## src/rtl/imem_loader.sv

```systemverilog
// rtl/imem_loader.sv - boot-time byte-stream loader for the instruction memory
module imem_loader #(
  parameter int          DEPTH     = 1024,
  parameter logic [31:0] BASE_ADDR = 32'h0
) (
  input  logic        i_clk,
  input  logic        i_reset,
  input  logic        i_start,
  input  logic [7:0]  i_byte_in,
  input  logic        i_byte_valid,
  output logic        o_byte_ready,
  output logic        o_mem_write,
  output logic [31:0] o_mem_address,
  output logic [31:0] o_mem_write_data,
  output logic [15:0] o_words_loaded,
  output logic        o_cpu_hold,
  output logic        o_done,
  output logic        o_error
);

  localparam logic [2:0] S_IDLE = 3'd0;
  localparam logic [2:0] S_HDR  = 3'd1;
  localparam logic [2:0] S_LOAD = 3'd2;
  localparam logic [2:0] S_DONE = 3'd3;
  localparam logic [2:0] S_ERR  = 3'd4;

  localparam logic [31:0] LP_DEPTH = 32'(DEPTH);

  logic [2:0]  r_state;
  logic [1:0]  r_byte_idx;
  logic [7:0]  r_hdr_hi;
  logic [15:0] r_count;
  logic [23:0] r_word;
  logic        r_mem_write;
  logic [31:0] r_mem_address;
  logic [31:0] r_mem_write_data;
  logic [15:0] r_words;
  logic        r_error;

  logic        w_accept;
  logic [15:0] w_count_full;
  logic        w_too_big;
  logic [15:0] w_words_next;
  logic [31:0] w_addr;

  // Ready is a pure state decode, so at most one byte is taken per cycle.
  assign o_byte_ready = (r_state == S_HDR) || (r_state == S_LOAD);
  assign w_accept     = i_byte_valid && o_byte_ready;
  assign w_count_full = {r_hdr_hi, i_byte_in};
  assign w_too_big    = {16'd0, w_count_full} > LP_DEPTH;
  assign w_words_next = r_words + 16'd1;
  assign w_addr       = BASE_ADDR + {14'd0, r_words, 2'b00};

  assign o_mem_write      = r_mem_write;
  assign o_mem_address    = r_mem_address;
  assign o_mem_write_data = r_mem_write_data;
  assign o_words_loaded   = r_words;
  assign o_cpu_hold       = (r_state != S_DONE);
  assign o_done           = (r_state == S_DONE);
  assign o_error          = r_error;

  // Main sequencer: header capture, big-endian word assembly and write issue.
  always_ff @(posedge i_clk) begin
    if (i_reset) begin
      r_state          <= S_IDLE;
      r_byte_idx       <= 2'd0;
      r_hdr_hi         <= 8'd0;
      r_count          <= 16'd0;
      r_word           <= 24'd0;
      r_mem_write      <= 1'b0;
      r_mem_address    <= BASE_ADDR;
      r_mem_write_data <= 32'd0;
      r_words          <= 16'd0;
      r_error          <= 1'b0;
    end else begin
      r_mem_write <= 1'b0;
      case (r_state)
        S_IDLE, S_DONE, S_ERR: begin
          if (i_start) begin
            r_state    <= S_HDR;
            r_words    <= 16'd0;
            r_byte_idx <= 2'd0;
            r_error    <= 1'b0;
            r_hdr_hi   <= 8'd0;
            r_count    <= 16'd0;
            r_word     <= 24'd0;
          end
        end
        S_HDR: begin
          if (w_accept) begin
            if (r_byte_idx == 2'd0) begin
              r_hdr_hi   <= i_byte_in;
              r_byte_idx <= 2'd1;
            end else begin
              r_count    <= w_count_full;
              r_byte_idx <= 2'd0;
              if (w_count_full == 16'd0) begin
                r_state <= S_DONE;
              end else if (w_too_big) begin
                r_state <= S_ERR;
                r_error <= 1'b1;
              end else begin
                r_state <= S_LOAD;
              end
            end
          end
        end
        S_LOAD: begin
          if (w_accept) begin
            r_byte_idx <= r_byte_idx + 2'd1;
            if (r_byte_idx == 2'd3) begin
              r_mem_write      <= 1'b1;
              r_mem_write_data <= {r_word, i_byte_in};
              r_mem_address    <= w_addr;
              r_words          <= w_words_next;
              if (w_words_next == r_count) begin
                r_state <= S_DONE;
              end
            end else begin
              r_word <= {r_word[15:0], i_byte_in};
            end
          end
        end
        default: r_state <= S_IDLE;
      endcase
    end
  end

endmodule

```

## config.mk

```make
export PLATFORM = sky130hd
export DESIGN_NAME = imem_loader
export DESIGN_NICKNAME = d
export VERILOG_FILES = /design/src/rtl/imem_loader.sv
export SDC_FILE = /design/constraint.sdc
export NUM_CORES = 1
export LEC_CHECK = 0
export CAP_MARGIN = 5
export CORE_MARGIN = 2
export CORE_UTILIZATION = 40
export CTS_CLUSTER_DIAMETER = 120
export DETAILED_ROUTE_END_ITERATION = 7
export PLACE_DENSITY = 0.72
export SYNTH_ARGS = -nofsm -noshare
export SYNTH_HDL_FRONTEND = slang
export SYNTH_SLANG_ARGS = --single-unit
```

## constraint.sdc

```tcl
create_clock -name i_clk -period 2.5 [get_ports i_clk]
set_input_delay 0.375 -clock i_clk [delete_from_list [all_inputs] [get_ports i_clk]]
set_output_delay 0.375 -clock i_clk [all_outputs]
set_load 0.02 [all_outputs]
```

==> results of run 1 <==
-- flip-flops by register name, summed over array words and instances, names as in the netlist --
signal            flops
o_error               1
o_mem_address        16
o_mem_write           1
o_mem_write_data     32
o_words_loaded       16
r_byte_idx            2
r_count              16
r_hdr_hi              8
r_state               3
r_word               24
-- worst reg2reg max path, cell delays in order, from the launching register on --
cell     delay, ns
dfxtp_1       0.48
ha_1          0.35
nand3_2       0.19
or3_4         0.47
nor2_2        0.18
xnor2_1       0.14
nand3_1       0.11
o31ai_2       0.22
-- final timing paths --
check	end	slack (ns)	depth (start not counted)
setup / recovery	o_byte_ready	0.14	3
hold / removal	o_mem_write_data[31]	0.45	2
hold reg to reg	o_mem_write_data[31]	0.45	2
setup reg to reg	r_state[0]	0.28	7
-- cell usage in the layout, fill, tap and decap left out, types with 5 or more instances in the layout --
cell / instances
nor2_1: 81
clkdlybuf4s50_1: 79
a21o_1: 5
clkbuf_16: 17
nand2_1: 111
nand3b_1: 6
xnor2_1: 22
nand3_1: 9
dfxtp_1: 118
nor3_1: 11
a21oi_1: 71
o21ai_0: 8
buf_4: 19
a22oi_1: 53
conb_1: 16
nand4_1: 5
o21ai_1: 10
xor2_1: 5
nor2_2: 6
-- cell families after synthesis --
group / after synthesis / share of synthesized area
compound gates: 159 / 0.1916
other cells: 1 / 0.0007296
flops: 119 / 0.4635
buf+inv: 64 / 0.06840
xor+xnor: 27 / 0.04601
fa+ha+maj: 3 / 0.007304
simple gates: 255 / 0.2225
-- routing by layer --
layer,up-vias,routed length [um]
met1,2191,5883
met5,-,0
met4,0,159
li1,2270,-
met2,180,6320
met3,16,817
-- power by group through the flow --
stage | Clock (W) | Combinational (W) | Sequential (W)
after floorplan | 0 | 0.000175 | 0.00195
after global placement | 0 | 0.000224 | 0.00196
after detailed placement | 0 | 0.000228 | 0.00196
after CTS | 0.00240 | 0.000229 | 0.00192
after global routing | 0.00249 | 0.000251 | 0.00192
final | 0.00236 | 0.000231 | 0.00192
-- through the flow --
step	total power, W	setup WS, ns	util	std cells
floorplan	0.002130	0.5118	-	643
global placement	0.002184	0.1526	0.4809	854
detailed placement	0.002189	0.1145	0.4809	854
CTS	0.004548	0.1266	0.5269	886
global route	0.004665	0.06056	0.5269	886
finish	0.004507	0.1399	0.5269	886
-- area by class of cell --
cell class | count | area (sq um)
fillers | 1141 | 5946
multi-input cells | 460 | 2479
flip-flops and latches | 119 | 2384
repair buffers | 99 | 953.4
clock buffers | 18 | 429.2
well taps | 172 | 215.2
clock inverters | 14 | 147.6
inverters | 4 | 15.01
-- repair_timing --
action | in CTS | in global routing
gates resized for setup | 1 | 0
hold buffers | 0 | 0
setup endpoints to repair | 1 | 0
==> impl_metrics.ini, run 1 <==
[status]
status = completed

[setup_path]
crit_path_start_kind = flip-flop
crit_chain = nor2b_2 -> o21a_1 -> clkdlybuf4s50_1
path_class = flip-flop to primary output
cp_data_required_time_ns = 2.12
cp-startpoint = r_state[1]
max_stage_delay_ns = 0.59
cp_num_buf_inv = 1
slowest_stage = clkdlybuf4s50_1
critPathCaptureType = primary output
crit_fanout = 19
crit_family = buffers and inverters
cp_data_arrival_time_ns = 1.99
r2r-start = o_words_loaded[1]

[synth]
synth_cells = 628
ys_ff_latch = 119
synth-seq-area-share = 0.4635
synth-edff-count = 0
async_flop_share = 0
yosysWarnings = 0
post-synth-top-area-cell = dfxtp_1
netlist_area_sq_um = 5140
synth.top_cell.area_share = 0.4635
synthMostInstantiatedCell = dfxtp_1
ys.flop_type = dfxtp_1
yosysUniqueCellTypes = 45
syn_avg_cell_area_sq_um = 8.185
netlist_top_cells_count = 119 x dfxtp_1, 111 x nand2_1, 82 x nor2_1
synth_area_leaders = dfxtp_1 46%, nand2_1 8.1%, a22oi_1 7.7%

[clock_network]
cts-root-buf = clkbuf_16
numCtsBuffers = 17
cts_buffer_depth = 2
cts_tree = done
clock_latency_ns = 0.41
h-tree-depth = 4
post-cts-setup-buffer-count = 0
clk_pin_slew_ns = 0.06
cts.sinks = 119

[timing]
rsz0062_at_grt = false
worstMarginPinSlew_ns = 1.098
post-route-period-util = 0.9441
fmax_mhz = 423.7
fin_setup_tns_ns = 0
maxSlewHeadroom = 0.2679
whs_ns = 0.4516
min_period_ns = 2.360
finalHoldViolCount = 0
setup_violations = 0
finClkSkew_ns = 0.008142
finalMaxSlewViolations = 0

[power]
p_int_w = 0.003452
p_switching_w = 0.001055
switching_share = 0.2341
power.share.clock = 0.523
power_frac_seq = 0.426
power_density_nw_per_um2 = 680.6
p_leak_nw = 2.284
peakVddDrop_v = 0.0004034
p_comb_frac = 0.051

[final_layout]
drive_gt1_frac = 0.1022
diodes = 0
fin_nets = 716
area_growth_pct = 28.85
design_area_sq_um = 6623

[global_routing]
grt_use_met2 = 0.3162
grt_overflow = 0
grt_util_all_layers = 0.1934
grt_pass1_vias = 4360
grt_pass1_wl_um = 21510
antenna_found_initial = 0
gr-max-usage-layer = met2
use_met1 = 0.2438
grt_max_degree = 92
grt.met3_usage = 0.04961

[die]
die_x_um = 117.4
die_area_sq_um = 13770
rows = 41
start_util = 0.4090
fp.dieH_um = 117.4
ioPinCount = 97
coreArea_sq_um = 12570

[hold_path]
holdCritStartpoint = o_mem_write_data[31]
hold_class = flip-flop to flip-flop

[job]
timing.max_cap.violations = 0

[route]
via_per_inst = 5.256
wl_um = 13180
drc = 0
drt_iter0_drc = 337
vias = 4657
dr.pass1.iters = 5
drt-wirelength-per-cell_um = 14.88
ant_nets = 0

[placement]
place_congestion = 0.8378
place_hpwl_um = 9066
place_area_sq_um = 6045
port_buffers = 80
(Power assumes the default switching activity.)
==> run 2: changes to the inputs <==
--- a/config.mk
+++ b/config.mk
@@ -5,10 +5,11 @@
 export SDC_FILE = /design/constraint.sdc
 export NUM_CORES = 1
 export LEC_CHECK = 0
+export ABC_AREA = 1
 export CAP_MARGIN = 5
 export CORE_MARGIN = 2
 export CORE_UTILIZATION = 40
-export CTS_CLUSTER_DIAMETER = 120
+export CTS_CLUSTER_DIAMETER = 80
 export DETAILED_ROUTE_END_ITERATION = 7
 export PLACE_DENSITY = 0.72
 export SYNTH_ARGS = -nofsm -noshare
==> impl_metrics.ini, run 2 <==
[status]
status = completed

[synth]
synth-edff-count = 0
yosysWarnings = 0
netlist_area_sq_um = 5225
ys.flop_type = dfxtp_1
syn_avg_cell_area_sq_um = 7.177
synth-seq-area-share = 0.4559
netlist_top_cells_count = 174 x nand2_1, 119 x dfxtp_1, 109 x nor2_1
yosysUniqueCellTypes = 35
synth_cells = 728
async_flop_share = 0
synth_area_leaders = dfxtp_1 46%, nand2_1 13%, nor2_1 7.8%
post-synth-top-area-cell = dfxtp_1
synthMostInstantiatedCell = nand2_1
ys_ff_latch = 119
synth.top_cell.area_share = 0.4559

[final_layout]
final_common_cell = nand2_1
area_growth_pct = 29.43
nFillCells = 1234
instances_no_fill = 996
diodes = 0
layout_common_cells = 174 x nand2_1, 119 x dfxtp_1, 109 x nor2_1
largest_register_ffs = 32
fin_nets = 826
drive_gt1_frac = 0.09102

[timing]
setup_violations = 0
fmax_mhz = 427.0
worstMarginPinSlew_ns = 0.7422
post-route-period-util = 0.9369
finalHoldViolCount = 0
fin_setup_tns_ns = 0
rsz0062_at_grt = false
maxSlewHeadroom = 0.5052
min_period_ns = 2.342
finalMaxSlewViolations = 0
finClkSkew_ns = 0.007585

[setup_path]
critPathMostFrequentCell = nand2_1
r2r_slack_ns = 0.34
critPathCaptureType = primary output
path_class = flip-flop to primary output
timing.reg2reg.worst_path_depth = 13
slowest_stage = clkdlybuf4s50_1
cp_data_required_time_ns = 2.12
crit_fanout = 6
crit_family = buffers and inverters
cp_num_buf_inv = 2
crit_chain = inv_2 -> nor2_2 -> nand2_1 -> nand2_1 -> clkdlybuf4s50_1
max_stage_delay_ns = 0.61
crit_path_start_kind = flip-flop
critical_path_depth = 5
cp_data_arrival_time_ns = 1.97
r2r-start = o_words_loaded[0]
timing.rr.end = r_state[0]

[clock_network]
numCtsBuffers = 17
cts_tree = done
cts.sinks = 119
clock_latency_ns = 0.41
clk_pin_slew_ns = 0.06
h-tree-depth = 4
cts_buffer_depth = 2
cts-root-buf = clkbuf_16
cts_hold_buf = 0

[die]
fp.dieH_um = 118.3
start_util = 0.4124
die_area_sq_um = 13990
die_x_um = 118.3
coreArea_sq_um = 12670
rows = 41
ioPinCount = 97

[job]
timing.max_cap.violations = 0

[placement]
port_buffers = 80
place_congestion = 0.8305
dp.cells = 964
place_hpwl_um = 9078

[hold_path]
min_path_cells = 2
whs_endpoint = r_word[21]
hold_class = flip-flop to flip-flop
holdCritStartpoint = r_word[21]

[global_routing]
grt_overflow = 0
grt_util_all_layers = 0.1981
antenna_found_initial = 0
grt_max_degree = 68
grt_pass1_wl_um = 22710
grt_pass1_vias = 4552

[route]
route.met2.wl_um = 5898
via_per_inst = 4.931
wl_um = 13430
drt-wirelength-per-cell_um = 13.49
wl_met3_um = 847
drc = 0
highest_layer = met4
wl_met1_um = 6526
dr.pass1.iters = 5
ant_nets = 0
drt_iter0_drc = 413
vias = 4911

[power]
p_leak_nw = 2.658
peakVddDrop_v = 0.0004710
power_density_nw_per_um2 = 926.3
-- run 2: cell types whose count changed in the layout (fill, tap and decap cells not counted), sizes merged, moves of 4 or more --
| cell | before | now |
|---|---|---|
| a211oi | 2 | 7 |
| a21o | 5 | 0 |
| a22oi | 53 | 7 |
| a31oi | 0 | 5 |
| inv | 8 | 54 |
| nand2 | 112 | 176 |
| nand3 | 12 | 35 |
| nand4 | 5 | 10 |
| nor2 | 88 | 115 |
| nor3 | 12 | 5 |
| o21ai | 18 | 59 |
| or2 | 0 | 4 |
| or3 | 5 | 0 |
| xnor2 | 22 | 1 |
-- run 2: repair_timing --
action                                  4_1_cts  5_1_grt
endpoints found under the hold margin         0        0
gates resized for setup                       0        1
buffers inserted                              0        0
endpoints found under the setup margin        0        3
-- run 2: worst max-delay path by stage --
stage,to,slack (ns),from
3_3_place_gp,r_state[2],0.25,i_byte_in[3]
5_1_grt,r_state[2],0.02,o_words_loaded[0]
3_5_place_dp,r_state[2],0.21,i_byte_in[3]
2_1_floorplan,r_state[1],0.48,o_words_loaded[0]
4_1_cts,o_byte_ready,0.14,r_state[0]
6_report,o_byte_ready,0.16,r_state[0]
-- run 2: layout make-up --
type	instances	area, sq um	area share
clock inverters	12	142.6	0.02109
clock buffers	20	446.7	0.06605
flip-flops and latches	119	2382	0.3523
well taps	172	215.2	0.03182
inverters	51	191.4	0.02831
repair buffers	96	915.9	0.1354
multi-input cells	526	2469	0.3650
-- run 2: worst min-delay path, cell delays in order, from the launching register on --
cell     delay (ns)
dfxtp_1        0.31
nand2_1        0.06
a21oi_1        0.05
-- run 2: per-stage QoR --
step,util,total power [W],instance area [sq um],hold WS [ns],setup WS [ns]
after floorplan,-,0.003366,5281,0.4449,0.4782
final,0.5337,0.006264,6763,0.4658,0.1579
after detailed placement,0.4868,0.003864,6168,0.4584,0.2058
after CTS,0.5333,0.006284,6758,0.4685,0.1405
after global routing,0.5337,0.006596,6763,0.4907,0.02496
after global placement,0.4868,0.003848,6168,0.4566,0.2453
-- run 2: cells by family after synthesis --
| kind of cell | after synthesis | synth area share |
|---|---|---|
| AND/OR/NAND/NOR | 354 | 0.2886 |
| AO/OA/AOI/OAI | 149 | 0.1540 |
| flip-flops | 119 | 0.4559 |
| buffers and inverters | 98 | 0.08429 |
| XOR/XNOR | 4 | 0.009340 |
| adder cells (fa/ha/maj) | 3 | 0.007185 |
| other | 1 | 0.0007177 |
-- run 2: metal layers --
metal / vias to the layer above / GRT usage
li1: 2511 / -
met5: - / 0
met3: 19 / 0.05647
met4: 0 / 0.05346
met2: 147 / 0.2962
met1: 2234 / 0.2785
-- run 2: report_power, final --
group          leakage, nW  switching [W]  total [W]  internal, W
Clock                0.274       0.000920    0.00243      0.00151
Combinational         1.42        0.00109    0.00166     0.000563
Sequential           0.961       0.000149    0.00218      0.00203
